### src/rtl/bin_maxpool2x2_pkg.sv
// ============================================================================
// Module   : bin_maxpool2x2_pkg
// Brief    : Shared constants, header field layout and the one-hot state
//            encoding used by the binary 2x2 max-pool stage.
// Revision : 1.0 - initial release
// ============================================================================
`default_nettype none

package bin_maxpool2x2_pkg;

    // End-of-list marker, both in the input list and the output list
    localparam logic [15:0] C_TERMINATOR = 16'h00FF;

    // Header word: map dimension lives in the low five bits
    localparam int C_HDR_LSB = 0;
    localparam int C_HDR_MSB = 4;
    localparam int C_DIM_W   = C_HDR_MSB - C_HDR_LSB + 1;

    // Dimensions the upstream conv engine can produce
    localparam logic [C_DIM_W-1:0] C_DIM_8  = 5'd8;
    localparam logic [C_DIM_W-1:0] C_DIM_10 = 5'd10;
    localparam logic [C_DIM_W-1:0] C_DIM_14 = 5'd14;

    // One-hot states, matching the other compute stages
    typedef enum logic [4:0] {
        S_IDLE = 5'b00001,
        S_HDR  = 5'b00010,
        S_ROWA = 5'b00100,
        S_ROWB = 5'b01000,
        S_TERM = 5'b10000
    } state_t;

    // True for the dimensions this stage knows how to pool
    function automatic logic dim_is_legal(input logic [C_DIM_W-1:0] dim);
        return (dim == C_DIM_8) || (dim == C_DIM_10) || (dim == C_DIM_14);
    endfunction

endpackage

`default_nettype wire

### src/rtl/bin_maxpool2x2_if.sv
// ============================================================================
// Module   : bin_maxpool2x2_if
// Brief    : Run/busy handshake plus single-port SRAM read and write buses
//            of the max-pool stage. slave = the pool stage, master = the
//            controller/SRAM side.
// Revision : 1.0 - initial release
// ============================================================================
`default_nettype none

interface bin_maxpool2x2_if #(
    parameter int ADDR_W = 12,
    parameter int DATA_W = 16
);

    logic              dut_run;
    logic              dut_busy;
    logic [ADDR_W-1:0] dut_sram_read_address;
    logic [DATA_W-1:0] sram_dut_read_data;
    logic [ADDR_W-1:0] dut_sram_write_address;
    logic [DATA_W-1:0] dut_sram_write_data;
    logic              dut_sram_write_enable;

    modport slave (
        input  dut_run,
        input  sram_dut_read_data,
        output dut_busy,
        output dut_sram_read_address,
        output dut_sram_write_address,
        output dut_sram_write_data,
        output dut_sram_write_enable
    );

    modport master (
        output dut_run,
        output sram_dut_read_data,
        input  dut_busy,
        input  dut_sram_read_address,
        input  dut_sram_write_address,
        input  dut_sram_write_data,
        input  dut_sram_write_enable
    );

endinterface

`default_nettype wire

### src/rtl/bin_or_pool_row.sv
// ============================================================================
// Module   : bin_or_pool_row
// Brief    : Combinational 2x2 stride-2 OR pool of two binary rows. Output
//            bit j is the OR of columns 2j and 2j+1 of both rows, kept only
//            for j < dim/2; all higher output bits are zero.
// Revision : 1.0 - initial release
// ============================================================================
`default_nettype none

module bin_or_pool_row
    import bin_maxpool2x2_pkg::*;
#(
    parameter int DATA_W = 16
) (
    input  logic [DATA_W-1:0]  i_row_a,
    input  logic [DATA_W-1:0]  i_row_b,
    input  logic [C_DIM_W-1:0] i_dim,
    output logic [DATA_W-1:0]  o_pooled
);

    localparam int C_OUT_BITS = DATA_W / 2;

    logic [C_DIM_W-1:0] w_half;

    // Dims are even, so column pair j lies inside the map exactly when j < dim/2
    assign w_half = i_dim >> 1;

    genvar j;
    generate
        for (j = 0; j < C_OUT_BITS; j++) begin : g_pool
            logic w_any;
            assign w_any       = i_row_a[2*j] | i_row_a[2*j+1] | i_row_b[2*j] | i_row_b[2*j+1];
            assign o_pooled[j] = w_any & (C_DIM_W'(j) < w_half);
        end
        for (j = C_OUT_BITS; j < DATA_W; j++) begin : g_zero
            assign o_pooled[j] = 1'b0;
        end
    endgenerate

endmodule

`default_nettype wire

### src/rtl/bin_maxpool2x2.sv
// ============================================================================
// Module   : bin_maxpool2x2
// Brief    : Reads a list of binary feature-map frames from the conv output
//            SRAM, OR-pools each 2x2 block with stride 2 and writes a list of
//            pooled frames (header D/2 + D/2 rows) ended by 16'h00FF.
//            Reads are back-to-back: one input row is consumed per cycle,
//            one pooled word is written every second cycle.
//            Optional: define BIN_MAXPOOL_FRAME_CNT_EN to add an 8-bit
//            saturating frame_count output of frames pooled in the job.
// Revision : 1.0 - initial release
// ============================================================================
`default_nettype none

module bin_maxpool2x2
    import bin_maxpool2x2_pkg::*;
#(
    parameter int ADDR_W  = 12,
    parameter int DATA_W  = 16,
    parameter int MAX_DIM = 14
) (
    input  logic clk,
    input  logic reset,
`ifdef BIN_MAXPOOL_FRAME_CNT_EN
    output logic [7:0] frame_count,
`endif
    bin_maxpool2x2_if.slave bus
);

    localparam int C_HALF_W = C_DIM_W - 1;

    state_t              r_state;
    state_t              w_state_nxt;
    logic                r_busy;
    logic [ADDR_W-1:0]   r_rd_ptr;
    logic [ADDR_W-1:0]   r_wr_ptr;
    logic [ADDR_W-1:0]   r_wr_addr;
    logic [DATA_W-1:0]   r_wr_data;
    logic                r_wr_en;
    logic [DATA_W-1:0]   r_row_a;
    logic [C_DIM_W-1:0]  r_dim;
    logic [C_HALF_W-1:0] r_half;
    logic [C_HALF_W-1:0] r_pair_cnt;

    logic [C_DIM_W-1:0]  w_hdr_dim;
    logic                w_hdr_legal;
    logic                w_last_pair;
    logic [DATA_W-1:0]   w_pooled;

    assign w_hdr_dim   = bus.sram_dut_read_data[C_HDR_MSB:C_HDR_LSB];
    // An illegal dimension ends the list just like the terminator word does
    assign w_hdr_legal = dim_is_legal(w_hdr_dim)
                      && (int'(w_hdr_dim) <= MAX_DIM)
                      && (bus.sram_dut_read_data != DATA_W'(C_TERMINATOR));
    assign w_last_pair = (r_pair_cnt == (r_half - C_HALF_W'(1)));

    // Row B is taken straight off the read bus in ROWB, row A from the latch
    bin_or_pool_row #(
        .DATA_W (DATA_W)
    ) u_pool (
        .i_row_a  (r_row_a),
        .i_row_b  (bus.sram_dut_read_data),
        .i_dim    (r_dim),
        .o_pooled (w_pooled)
    );

    // State register
    always_ff @(posedge clk) begin
        if (reset) begin
            r_state <= S_IDLE;
        end else begin
            r_state <= w_state_nxt;
        end
    end

    // Next-state logic
    always_comb begin
        w_state_nxt = r_state;
        case (r_state)
            S_IDLE:  if (bus.dut_run) w_state_nxt = S_HDR;
            S_HDR:   w_state_nxt = w_hdr_legal ? S_ROWA : S_TERM;
            S_ROWA:  w_state_nxt = S_ROWB;
            S_ROWB:  w_state_nxt = w_last_pair ? S_HDR : S_ROWA;
            S_TERM:  w_state_nxt = S_IDLE;
            default: w_state_nxt = S_IDLE;
        endcase
    end

    // Pointers, row latch, frame bookkeeping and the registered write port
    always_ff @(posedge clk) begin
        if (reset) begin
            r_busy     <= 1'b0;
            r_rd_ptr   <= '0;
            r_wr_ptr   <= '0;
            r_wr_addr  <= '0;
            r_wr_data  <= '0;
            r_wr_en    <= 1'b0;
            r_row_a    <= '0;
            r_dim      <= '0;
            r_half     <= '0;
            r_pair_cnt <= '0;
        end else begin
            r_wr_en <= 1'b0;
            case (r_state)
                S_IDLE: begin
                    // Address 0 is already on the bus; step past it so the
                    // row after the header is requested while HDR decodes
                    if (bus.dut_run) begin
                        r_busy   <= 1'b1;
                        r_rd_ptr <= r_rd_ptr + ADDR_W'(1);
                    end
                end
                S_HDR: begin
                    r_wr_en   <= 1'b1;
                    r_wr_addr <= r_wr_ptr;
                    r_wr_ptr  <= r_wr_ptr + ADDR_W'(1);
                    if (w_hdr_legal) begin
                        r_wr_data  <= DATA_W'(w_hdr_dim[C_DIM_W-1:1]);
                        r_dim      <= w_hdr_dim;
                        r_half     <= w_hdr_dim[C_DIM_W-1:1];
                        r_pair_cnt <= '0;
                        r_rd_ptr   <= r_rd_ptr + ADDR_W'(1);
                    end else begin
                        // Stop reading; the terminator goes out during TERM
                        r_wr_data <= DATA_W'(C_TERMINATOR);
                    end
                end
                S_ROWA: begin
                    r_row_a  <= bus.sram_dut_read_data;
                    r_rd_ptr <= r_rd_ptr + ADDR_W'(1);
                end
                S_ROWB: begin
                    r_wr_en    <= 1'b1;
                    r_wr_addr  <= r_wr_ptr;
                    r_wr_data  <= w_pooled;
                    r_wr_ptr   <= r_wr_ptr + ADDR_W'(1);
                    r_pair_cnt <= r_pair_cnt + C_HALF_W'(1);
                    r_rd_ptr   <= r_rd_ptr + ADDR_W'(1);
                end
                S_TERM: begin
                    r_busy   <= 1'b0;
                    r_rd_ptr <= '0;
                    r_wr_ptr <= '0;
                end
                default: begin
                    r_busy <= 1'b0;
                end
            endcase
        end
    end

`ifdef BIN_MAXPOOL_FRAME_CNT_EN
    logic [7:0] r_frame_cnt;

    // Frames pooled in the current job, saturating, held after the job ends
    always_ff @(posedge clk) begin
        if (reset) begin
            r_frame_cnt <= '0;
        end else if ((r_state == S_IDLE) && bus.dut_run) begin
            r_frame_cnt <= '0;
        end else if ((r_state == S_ROWB) && w_last_pair && (r_frame_cnt != 8'hFF)) begin
            r_frame_cnt <= r_frame_cnt + 8'd1;
        end
    end

    assign frame_count = r_frame_cnt;
`endif

    assign bus.dut_busy               = r_busy;
    assign bus.dut_sram_read_address  = r_rd_ptr;
    assign bus.dut_sram_write_address = r_wr_addr;
    assign bus.dut_sram_write_data    = r_wr_data;
    assign bus.dut_sram_write_enable  = r_wr_en;

endmodule

`default_nettype wire

### src/flat_wrapper.sv
// flat-port wrapper written by rule: the top's interface ports become plain ports
module bin_maxpool2x2_flat import bin_maxpool2x2_pkg::*;
#(
    parameter int ADDR_W  = 12,
    parameter int DATA_W  = 16,
    parameter int MAX_DIM = 14
)
  (clk, reset, bus_dut_run, bus_sram_dut_read_data, bus_dut_busy, bus_dut_sram_read_address, bus_dut_sram_write_address, bus_dut_sram_write_data, bus_dut_sram_write_enable);
  bin_maxpool2x2_if #(.ADDR_W(ADDR_W), .DATA_W(DATA_W)) bus_i ();
  input  logic clk;
  input  logic reset;
  input wire logic [$bits(bus_i.dut_run)-1:0] bus_dut_run;
  input wire logic [$bits(bus_i.sram_dut_read_data)-1:0] bus_sram_dut_read_data;
  output wire logic [$bits(bus_i.dut_busy)-1:0] bus_dut_busy;
  output wire logic [$bits(bus_i.dut_sram_read_address)-1:0] bus_dut_sram_read_address;
  output wire logic [$bits(bus_i.dut_sram_write_address)-1:0] bus_dut_sram_write_address;
  output wire logic [$bits(bus_i.dut_sram_write_data)-1:0] bus_dut_sram_write_data;
  output wire logic [$bits(bus_i.dut_sram_write_enable)-1:0] bus_dut_sram_write_enable;
  assign bus_i.dut_run = bus_dut_run;
  assign bus_i.sram_dut_read_data = bus_sram_dut_read_data;
  assign bus_dut_busy = bus_i.dut_busy;
  assign bus_dut_sram_read_address = bus_i.dut_sram_read_address;
  assign bus_dut_sram_write_address = bus_i.dut_sram_write_address;
  assign bus_dut_sram_write_data = bus_i.dut_sram_write_data;
  assign bus_dut_sram_write_enable = bus_i.dut_sram_write_enable;
  bin_maxpool2x2 #(.ADDR_W(ADDR_W), .DATA_W(DATA_W), .MAX_DIM(MAX_DIM)) u_core (.clk(clk), .reset(reset), .bus(bus_i));
endmodule
### config.mk
export PLATFORM = sky130hd
export DESIGN_NAME = bin_maxpool2x2_flat
export DESIGN_NICKNAME = d
export VERILOG_FILES = /design/src/rtl/bin_maxpool2x2_pkg.sv /design/src/rtl/bin_maxpool2x2_if.sv /design/src/rtl/bin_or_pool_row.sv /design/src/rtl/bin_maxpool2x2.sv /design/src/flat_wrapper.sv
export SDC_FILE = /design/constraint.sdc
export NUM_CORES = 1
export LEC_CHECK = 0
export BUFFER_PORTS_ARGS = -buffer_cell sky130_fd_sc_hd__buf_2
export CORE_ASPECT_RATIO = 0.7
export CORE_MARGIN = 2
export CORE_UTILIZATION = 50
export DETAILED_ROUTE_END_ITERATION = 7
export PLACE_DENSITY = 0.71
export SLEW_MARGIN = 20
export SYNTH_ARGS = -nofsm -noshare
export SYNTH_HDL_FRONTEND = slang
export SYNTH_SLANG_ARGS = --single-unit
### constraint.sdc
create_clock -name clk -period 4.4 [get_ports clk]
set_input_delay 0.66 -clock clk [delete_from_list [all_inputs] [get_ports clk]]
set_output_delay 0.66 -clock clk [all_outputs]
set_load 0.02 [all_outputs]
# Yosys cells after proc, flatten, opt, wreduce, memory -nomap -nowiden
# Cells that the tools add are included.
op_classes:
  addsub: 4
  n_lt_le_gt_ge: 9
  eq_ne: 12
  mux: 15
  n_bitwise: 33
  reduce_logical: 14
ops:
  columns: ["cell", "n"]
  rows:
  - ["12-bit case mux with 4 select lines", 1]
  - ["16-bit case mux with 2 select lines", 1]
  - ["12-bit by 1-bit adder with 12-bit output (second input constant)", 2]
  - ["12-bit two-way mux", 2]
  - ["1-bit bitwise OR", 24]
  - ["12-bit case mux with 2 select lines", 1]
  - ["5-bit by 4-bit == test with 1-bit output (second input constant)", 4]
  - ["5-bit case mux with 4 select lines", 1]
  - ["3-bit by 4-bit less-than comparator with 1-bit output (first input constant)", 4]
  - ["16-bit by 8-bit != test with 1-bit output (second input constant)", 1]
  - ["5-bit two-way mux", 2]
  - ["1-bit bitwise AND", 8]
  - ["1-bit by 4-bit less-than comparator with 1-bit output (first input constant)", 2]
  - ["2-bit by 4-bit less-than comparator with 1-bit output (first input constant)", 2]
  - ["8-bit two-way mux", 1]
  - ["4-bit case mux with 2 select lines", 1]
  - ["2-bit AND reduction", 3]
  - ["5-bit by 1-bit == test with 1-bit output (second input constant)", 1]
  - ["5-bit by 2-bit == test with 1-bit output (second input constant)", 1]
  - ["5-bit by 3-bit == test with 1-bit output (second input constant)", 1]
  - ["5-bit == test (second input constant)", 1]
  - ["5-bit by 4-bit <= comparator with 1-bit output (second input constant)", 1]
  - ["4-bit by 1-bit adder with 4-bit output (second input constant)", 1]
  - ["4-bit == test", 1]
  - ["15 further kinds", 20]
word_totals:
  regBits: 88
  in_bits: 19
  output_inout_bits: 42
  elab_cells: 98

# Logic depth before layout (Yosys ltp)
# Gate-level depths: netlist (run 1).
depth:
  depth_word: 7
  ltp_mapped: 8
  mapped_depth_nobuf: 7

# Modules after synthesis
# Synthesis (run 1) repeated with hierarchy kept, for this count alone.
hier_totals:
  hier_cells: 435
  hier_area_um2: 3661.0
modules_own_cells:
  columns: ["mod", "n_inst", "cells_each", "area_per_inst_um2", "seq_area_each_um2"]
  rows:
  - ["bin_maxpool2x2", 1, 402, 3472.1, 1681.6]
  - ["bin_or_pool_row", 1, 33, 188.9, 0.0]

# Least setup slack after synthesis (run 1)
# No wires, ideal clock.
synth_timing:
  path_kind: "input port to flip-flop"
  start: "input bus_sram_dut_read_data[4]"
  end: "register u_core.r_rd_ptr[9], in the netlist u_core.bus.dut_sram_read_address[9]"
  setup_ps: 70
  arrival_ps: 2008
  required_time_ps: 4330
  slack_ps: 2321
  path_stages: 5
  n_path_buf: 0
  path_cell_list: "nor2_1 > nand3_1 > a2111o_1 > or4_1 > a21oi_1"
synth_via:
  elab_chain_len: 7
  word_cells_on_any_way: 11
  cone_classes: "1 x order compare; 5 x eq/ne; 5 x reduce/logical"
synth_rtl:
  columns: ["element", "line", "text"]
  rows:
  - ["start: declaration", "flat_wrapper.sv:13", "input wire logic [$bits(bus_i.sram_dut_read_data)-1:0] bus_sram_dut_read_data;"]
  - ["branches (longest 4 deep; another with 5-bit by 4-bit <= comparator with 1-bit output)", null, null]
  - ["1-bit logical AND *", "bin_maxpool2x2.sv:53", "&& (bus.sram_dut_read_data != DATA_W'(C_TERMINATOR));"]
  - ["2-bit by 1-bit != test with 1-bit output (no line) *", null, null]
  - ["3-bit AND reduction (no line) *", null, null]
  - ["end signal: assignment", "bin_maxpool2x2.sv:109", "r_rd_ptr <= r_rd_ptr + ADDR_W'(1);"]
  - ["end signal: assignment", "bin_maxpool2x2.sv:121", "r_rd_ptr <= r_rd_ptr + ADDR_W'(1);"]
  - ["end signal: assignment", "bin_maxpool2x2.sv:129", "r_rd_ptr <= r_rd_ptr + ADDR_W'(1);"]
  - ["end: declaration", "bin_maxpool2x2.sv:34", "logic [ADDR_W-1:0] r_rd_ptr;"]
# Mark *: on every way between the ends.
# A chain may end at the register's enable or synchronous reset.

# Final worst setup path (run 1)
layout_timing:
  start: "register u_core.r_state[1]"
  end: "register u_core.r_rd_ptr[9], in the netlist u_core.bus.dut_sram_read_address[9]"
layout_via:
  elab_chain_len: 4
  word_cells_on_any_way: 11
  cone_classes: "7 x eq/ne; 1 x mux; 3 x reduce/logical"
layout_rtl:
  columns: ["element", "line", "text"]
  rows:
  - ["start: declaration", "bin_maxpool2x2.sv:31", "state_t r_state;"]
  - ["start signal: assignment", "bin_maxpool2x2.sv:71", "r_state <= w_state_nxt;"]
  - ["5-bit by 3-bit == test with 1-bit output / 5-bit by 4-bit == test with 1-bit output (equally long branches)", "bin_maxpool2x2.sv:103", "case (r_state)"]
  - ["2-bit OR reduction (no line)", null, null]
  - ["4-bit nonzero test (no line)", null, null]
  - ["3-bit AND reduction (no line)", null, null]
# Several ways; a longest one is shown, not always the timed one.

==> run summary, run 1 <==
FFs w/ async S/R, synth = 0%
#FFs+latches synth = 75
drc violations = 0
hold_ws = 0.4528 ns
fin cells = 525
number of warnings issued by yosys = 0
DRT antenna net count = 0
Arr. time, crit path = 2.64 ns
top-count cell post-synth = dfxtp_1
fin nets = 466
setup bufs post-CTS = 0
total of max-cap violations = 0
Clk Latency, worst-skew pair = 0.35 ns
wire length of the first global-routing pass = 12250 um
area post-placement = 3518 um2
CTS clk-pin slew, worst paths = 0.08 ns
routed vias = 2874
Core ar. = 6276 um2
GR Overflow Total = 0
crit path time final = 2.371 ns
ANT cells = 0
post-route clock period utilization = 53.88%
number of CTS-inserted buffers = 9
Final setup viols = 0
Final Util = 59.67%
top-area cell type share of the netlist area = 45.85%
Resize count post-CTS = 0
setup TNS = 0 ns
max-slew violations = 0
crit end category = flip-flop
area delta synth->final = 14.37%
Post-Syn Instances = 401
Buf/Inv on CP = 0
layout cells sized above 1 = 17.00%
CTS tree = built
area leader, netlist = dfxtp_1
vias in the first global route = 2476
HPWL Detailed = 5008 um
pin count of the biggest net entering global routing = 50
Fin. Hold Viols = 0
DIE AREA = 7222 um2
part of the Yosys area used for sequential elements = 45.85%
IO Port Bufs = 52
Worst path top cell family by delay = compound AO/OA/AOI/OAI gates
Inst Count DP = 509
Slew @ Worst Pin = 0.8843 ns
CP Data Required Time = 4.67 ns
status = finished clean
CP Launch Type = flip-flop
fmax = 421.8 MHz
RSZ-0062 raised after global routing = no
gpl congestion = 0.7951
IO Count = 61
initial core utilization = 52.17%
Filler cells = 597
syn_area_per_cell = 8.166 um2
synthesized area = 3274 um2
CTS Hold Bufs = 0
antenna violations before repair = 0
vias per inst = 5.474
Final Instance Area = 3745 um2
post-synthesis cell type count = 44
routed wire length = 7368 um
slew margin rel. = 41.05%
slowest stage delay, CP = 0.65 ns
root buffer cell = clkbuf_8
drt pass-1 iters = 4
total clock sinks = 75
PD cells = 451.9 nW/um2
Cell Chain, Critical Path = nor2_1, a221oi_1, a2111o_1, or4_1, a21oi_1
top cells by count, synth = dfxtp_1, nand2_1, a21oi_1
synth top area cells = dfxtp_1, nand2_1, a21oi_1
area of the multi-input gates = 1622 um2
CP max-delay cell = a2111o_1
Max VDD drop = 0.2218 mV
Main synth FF type = dfxtp_1
Initial DRC Count = 121
H-tree depth = 3
Hold/Removal Path Class = flip-flop to flip-flop
crit path kind = flip-flop to flip-flop
Rows = 24
Final Skew = 0.009292 ns
Pleak = 0.001392 uW
WL per Instance = 14.03 um
GRT Total Usage = 21.58%
Die Span Y = 71.71 um
Critical Path Fanout Max = 17
clk buf depth = 2
number of flops mapped to enable cells by yosys = 0
Register Area = 1501 um2
die width = 100.7 um
## routing by layer
metal / GRT usage [%] / wire length, um
met1: 33.25 / 3755
met2: 27.63 / 2995
met3: 7.610 / 588
met4: 6.697 / 29
met5: 0 / 0
## where the power goes
group / internal [uW] / total [uW] / leakage (uW) / switching, uW
clock: 334 / 588 / 0.000108 / 254
sequential: 718 / 756 / 0.000605 / 37.8
combinational: 115 / 348 / 0.000678 / 232
## sequential cells by signal (all words and copies together), names as in the netlist
register / cells
u_core.r_wr_ptr: 12
u_core.bus.dut_sram_read_address: 12
u_core.r_half: 4
u_core.bus.dut_busy: 1
u_core.bus.dut_sram_write_address: 12
u_core.r_pair_cnt: 4
u_core.bus.dut_sram_write_enable: 1
u_core.r_state: 5
u_core.r_row_a: 16
u_core.bus.dut_sram_write_data: 8
## cell families after synthesis
kind of cell / share of synthesized area (%)
fa+ha+maj: 1.911
simple gates: 25.14
compound gates: 17.00
buf+inv: 5.426
flops: 45.85
other cells: 0.1145
xor+xnor: 4.547
## worst min-delay path, cell delays in order, from the launching register on
cell     delay, ns
dfxtp_1       0.31
nand2_1       0.05
a21oi_1       0.05
## final cells by class
| type | instances | share of cell area (%) |
|---|---|---|
| clock inverters | 6 | 2.372 |
| well taps | 78 | 2.606 |
| multi-input cells | 295 | 43.30 |
| flip-flops and latches | 75 | 40.09 |
| inverters | 8 | 0.8019 |
| clock buffers | 10 | 3.675 |
| repair buffers | 53 | 7.150 |
## final timing paths
check	end	from	cells after the start	slack, ns
setup reg to reg	u_core.bus.dut_sram_read_address[9]	u_core.r_state[1]	5	2.03
hold reg to reg	u_core.r_row_a[8]	u_core.r_row_a[8]	2	0.45
setup / recovery	u_core.bus.dut_sram_read_address[9]	u_core.r_state[1]	5	2.03
hold / removal	u_core.r_row_a[8]	u_core.r_row_a[8]	2	0.45
## per-stage QoR
| stage | power (uW) | setup WS, ns |
|---|---|---|
| 2_1_floorplan | 1033 | 2.321 |
| 3_3_place_gp | 1108 | 1.914 |
| 3_5_place_dp | 1116 | 1.856 |
| 4_1_cts | 1702 | 2.100 |
| 5_1_grt | 1774 | 1.908 |
| 6_report | 1692 | 2.029 |
## layout by cell type (no fill, tap or decap), types with 3 or more instances in the layout
cell / netlist / layout
o211ai_1: 4 / 4
dfxtp_1: 75 / 75
clkbuf_8: 0 / 10
or3_1: 9 / 9
buf_2: 4 / 52
nor3_1: 10 / 10
nand4_1: 5 / 5
ha_1: 5 / 5
nor2_1: 29 / 29
conb_1: 1 / 8
or4_1: 8 / 8
o21ai_0: 15 / 15
a211oi_1: 7 / 7
a21oi_1: 49 / 49
nand2_1: 72 / 72
nand3_1: 16 / 16
xnor2_1: 11 / 11
nor4_1: 6 / 6
xor2_1: 6 / 6
a31o_2: 3 / 3
inv_1: 8 / 8
and3_1: 5 / 5
Note: power is estimated with default switching activity, not from simulation.
==> run 2: changes to the inputs <==
Clock period 4.4 ns to 2.2 ns, I/O delays scaled along.
==> run 2 against run 1 <==
Against the previous run: maximum frequency increased by 14%; count of clock-buffer cells in the layout grew 1; worst setup slack got worse by 1.9 ns; worst hold slack got worse by 0.23 ns; final cell count grew 2.9%; clock power rose by 84%.
==> run summary, run 2 (synthesis results as in run 1) <==
FF-to-FF path depth = 6 (+1)
drc violations = 0 (unchanged)
GRT Total Usage = 22.07% (+0.49 points)
Final setup viols = 0 (unchanged)
PD cells = 900.1 nW/um2 (+99%)
RSZ-0062 raised after global routing = no
Die Span Y = 71.71 um (unchanged)
Hold Path Sink = u_core.r_row_a[11]
total clock sinks = 75 (unchanged)
Inst Count DP = 524 (+2.9%)
number of CTS-inserted buffers = 9 (unchanged)
Final Instance Area = 3844 um2 (+2.6%)
IO Count = 61 (unchanged)
Hold/Removal Path Class = primary input to flip-flop
FF-to-FF End = u_core.bus.dut_sram_read_address[5]
GR Overflow Total = 0 (unchanged)
total of max-cap violations = 0 (unchanged)
Initial DRC Count = 154 (+27%)
HPWL Detailed = 5361 um (+7.0%)
Final Util = 61.24% (+1.6 points)
DIE AREA = 7222 um2 (unchanged)
initial core utilization = 52.17% (unchanged)
hold depth = 3 (+1)
fmax = 481.8 MHz (+14%)
vias in the first global route = 2703 (+9.2%)
Critical Path Fanout Max = 8 (-9)
Arr. time, crit path = 2.37 ns (-0.27 ns)
max-slew violations = 0 (unchanged)
area delta synth->final = 17.39%
ANT cells = 0 (unchanged)
crit path time final = 2.076 ns (-0.2951 ns)
Largest Register = u_core.r_row_a
worst r2r src = u_core.r_state[3]
root buffer cell = clkbuf_8
slack of the worst reg-to-reg path = 0.12 ns (-1.90 ns)
Hold Path Origin = bus_sram_dut_read_data[11]
setup TNS = 0 ns (unchanged)
DRT antenna net count = 0 (unchanged)
post-route clock period utilization = 94.35% (+40 points)
CP Launch Type = flip-flop
WL per Instance = 14.38 um (+2.5%)
met1 wire length = 4024 um (+7.2%)
CTS Hold Bufs = 0 (unchanged)
H-tree depth = 3 (unchanged)
Rows = 24 (unchanged)
highest metal used = met4
max reg flops = 16 (unchanged)
CTS tree = built
pin count of the biggest net entering global routing = 46 (-8.0%)
clk buf depth = 2 (unchanged)
area post-placement = 3631 um2 (+3.2%)
vias per inst = 5.541 (+1.2%)
Max VDD drop = 0.4773 mV (+120%)
commonest cells after routing, fill and taps aside = dfxtp_1, nand2_1, buf_2, a21oi_1, nor2_1
fin nets = 482 (+3.4%)
met3 WL post-DR = 538 um (-8.5%)
routed wire length = 7767 um (+5.4%)
status = finished clean
Pleak = 0.001460 uW (+4.9%)
wire length of the first global-routing pass = 12610 um (+2.9%)
routed vias = 2992 (+4.1%)
Final Skew = 0.01019 ns (+0.0009002 ns)
drt pass-1 iters = 4 (unchanged)
commonest non-fill, non-tap cell in the layout = dfxtp_1
antenna violations before repair = 0 (unchanged)
fin cells = 540 (+2.9%)
Core ar. = 6276 um2 (unchanged)
crit end category = flip-flop
Fin. Hold Viols = 0 (unchanged)
IO Port Bufs = 52 (unchanged)
die width = 100.7 um (unchanged)
CTS clk-pin slew, worst paths = 0.08 ns (about the same)
crit path kind = flip-flop to flip-flop
gpl congestion = 0.7956 (about the same)
Clk Latency, worst-skew pair = 0.35 ns (about the same)
layout cells sized above 1 = 20.13% (+3.1 points)
CP Data Required Time = 2.49 ns (-2.18 ns)
WL met2 = 3148 um (+5.1%)
[run 2: cell count changes in the layout (fill, tap and decap cells not counted), sizes merged]
| cell | delta |
|---|---|
| clkbuf | +1 |
| clkinv | -1 |
| bufinv | -1 |
| buf | +16 |
[run 2: repair_timing]
action                     in CTS  in global routing
resized for setup               0                  2
setup endpoints to repair       0                  5
hold endpoints to repair        0                  0
setup buffers                   0                  1
[run 2: final cells by class]
cell class,count,area (um2)
Clock buffer,11,151.4
Clock inverter,4,50.05
Fill cell,579,2432
Inverter,8,30.03
Multi-Input combinational cell,295,1624
Sequential cell,75,1503
Tap cell,78,97.59
Timing Repair Buffer,69,387.9
[run 2: critical path, stage by stage, from the launching register on]
cell	delay (ns)
dfxtp_1	0.48
xor2_1	0.20
a221oi_1	0.12
a2111o_1	0.49
buf_4	0.21
or4_1	0.46
nand2_1	0.08
[run 2: worst max-delay path by stage]
stage / from / slack, ns / to
after floorplan: u_core.r_state[2] / 0.24 / u_core.bus.dut_sram_read_address[10]
after global placement: bus_sram_dut_read_data[4] / 0.12 / u_core.bus.dut_sram_read_address[5]
after detailed placement: u_core.r_state[2] / 0.08 / u_core.bus.dut_sram_read_address[5]
after CTS: u_core.r_state[2] / 0.06 / u_core.bus.dut_sram_read_address[5]
after global routing: u_core.r_state[3] / 0.002 / u_core.bus.dut_sram_read_address[5]
final: u_core.r_state[3] / 0.12 / u_core.bus.dut_sram_read_address[5]
[run 2: report_power, final]
part           leakage (uW)  switching [uW]  internal, uW  total (uW)
clock             0.0000974             504           578        1080
sequential         0.000606            77.8          1440        1510
combinational      0.000757             504           359         863
total               0.00146            1090          2370        3460
[run 2: per-stage QoR]
| stage | total power, uW | hold slack (ns) | setup WS (ns) |
|---|---|---|---|
| after CTS | 3438 | 0.2141 | 0.06443 |
| after floorplan | 2066 | 0.4313 | 0.2407 |
| after global placement | 2346 | 0.4362 | 0.1218 |
| after global routing | 3622 | 0.2092 | 0.001586 |
| after detailed placement | 2365 | 0.4448 | 0.07947 |
| final | 3460 | 0.2232 | 0.1243 |
[run 2: per-layer routing]
metal,GRT usage [%],up-vias
met5,0,-
li1,-,1501
met1,33.44,1382
met2,30.30,102
met3,7.122,7
met4,5.023,0
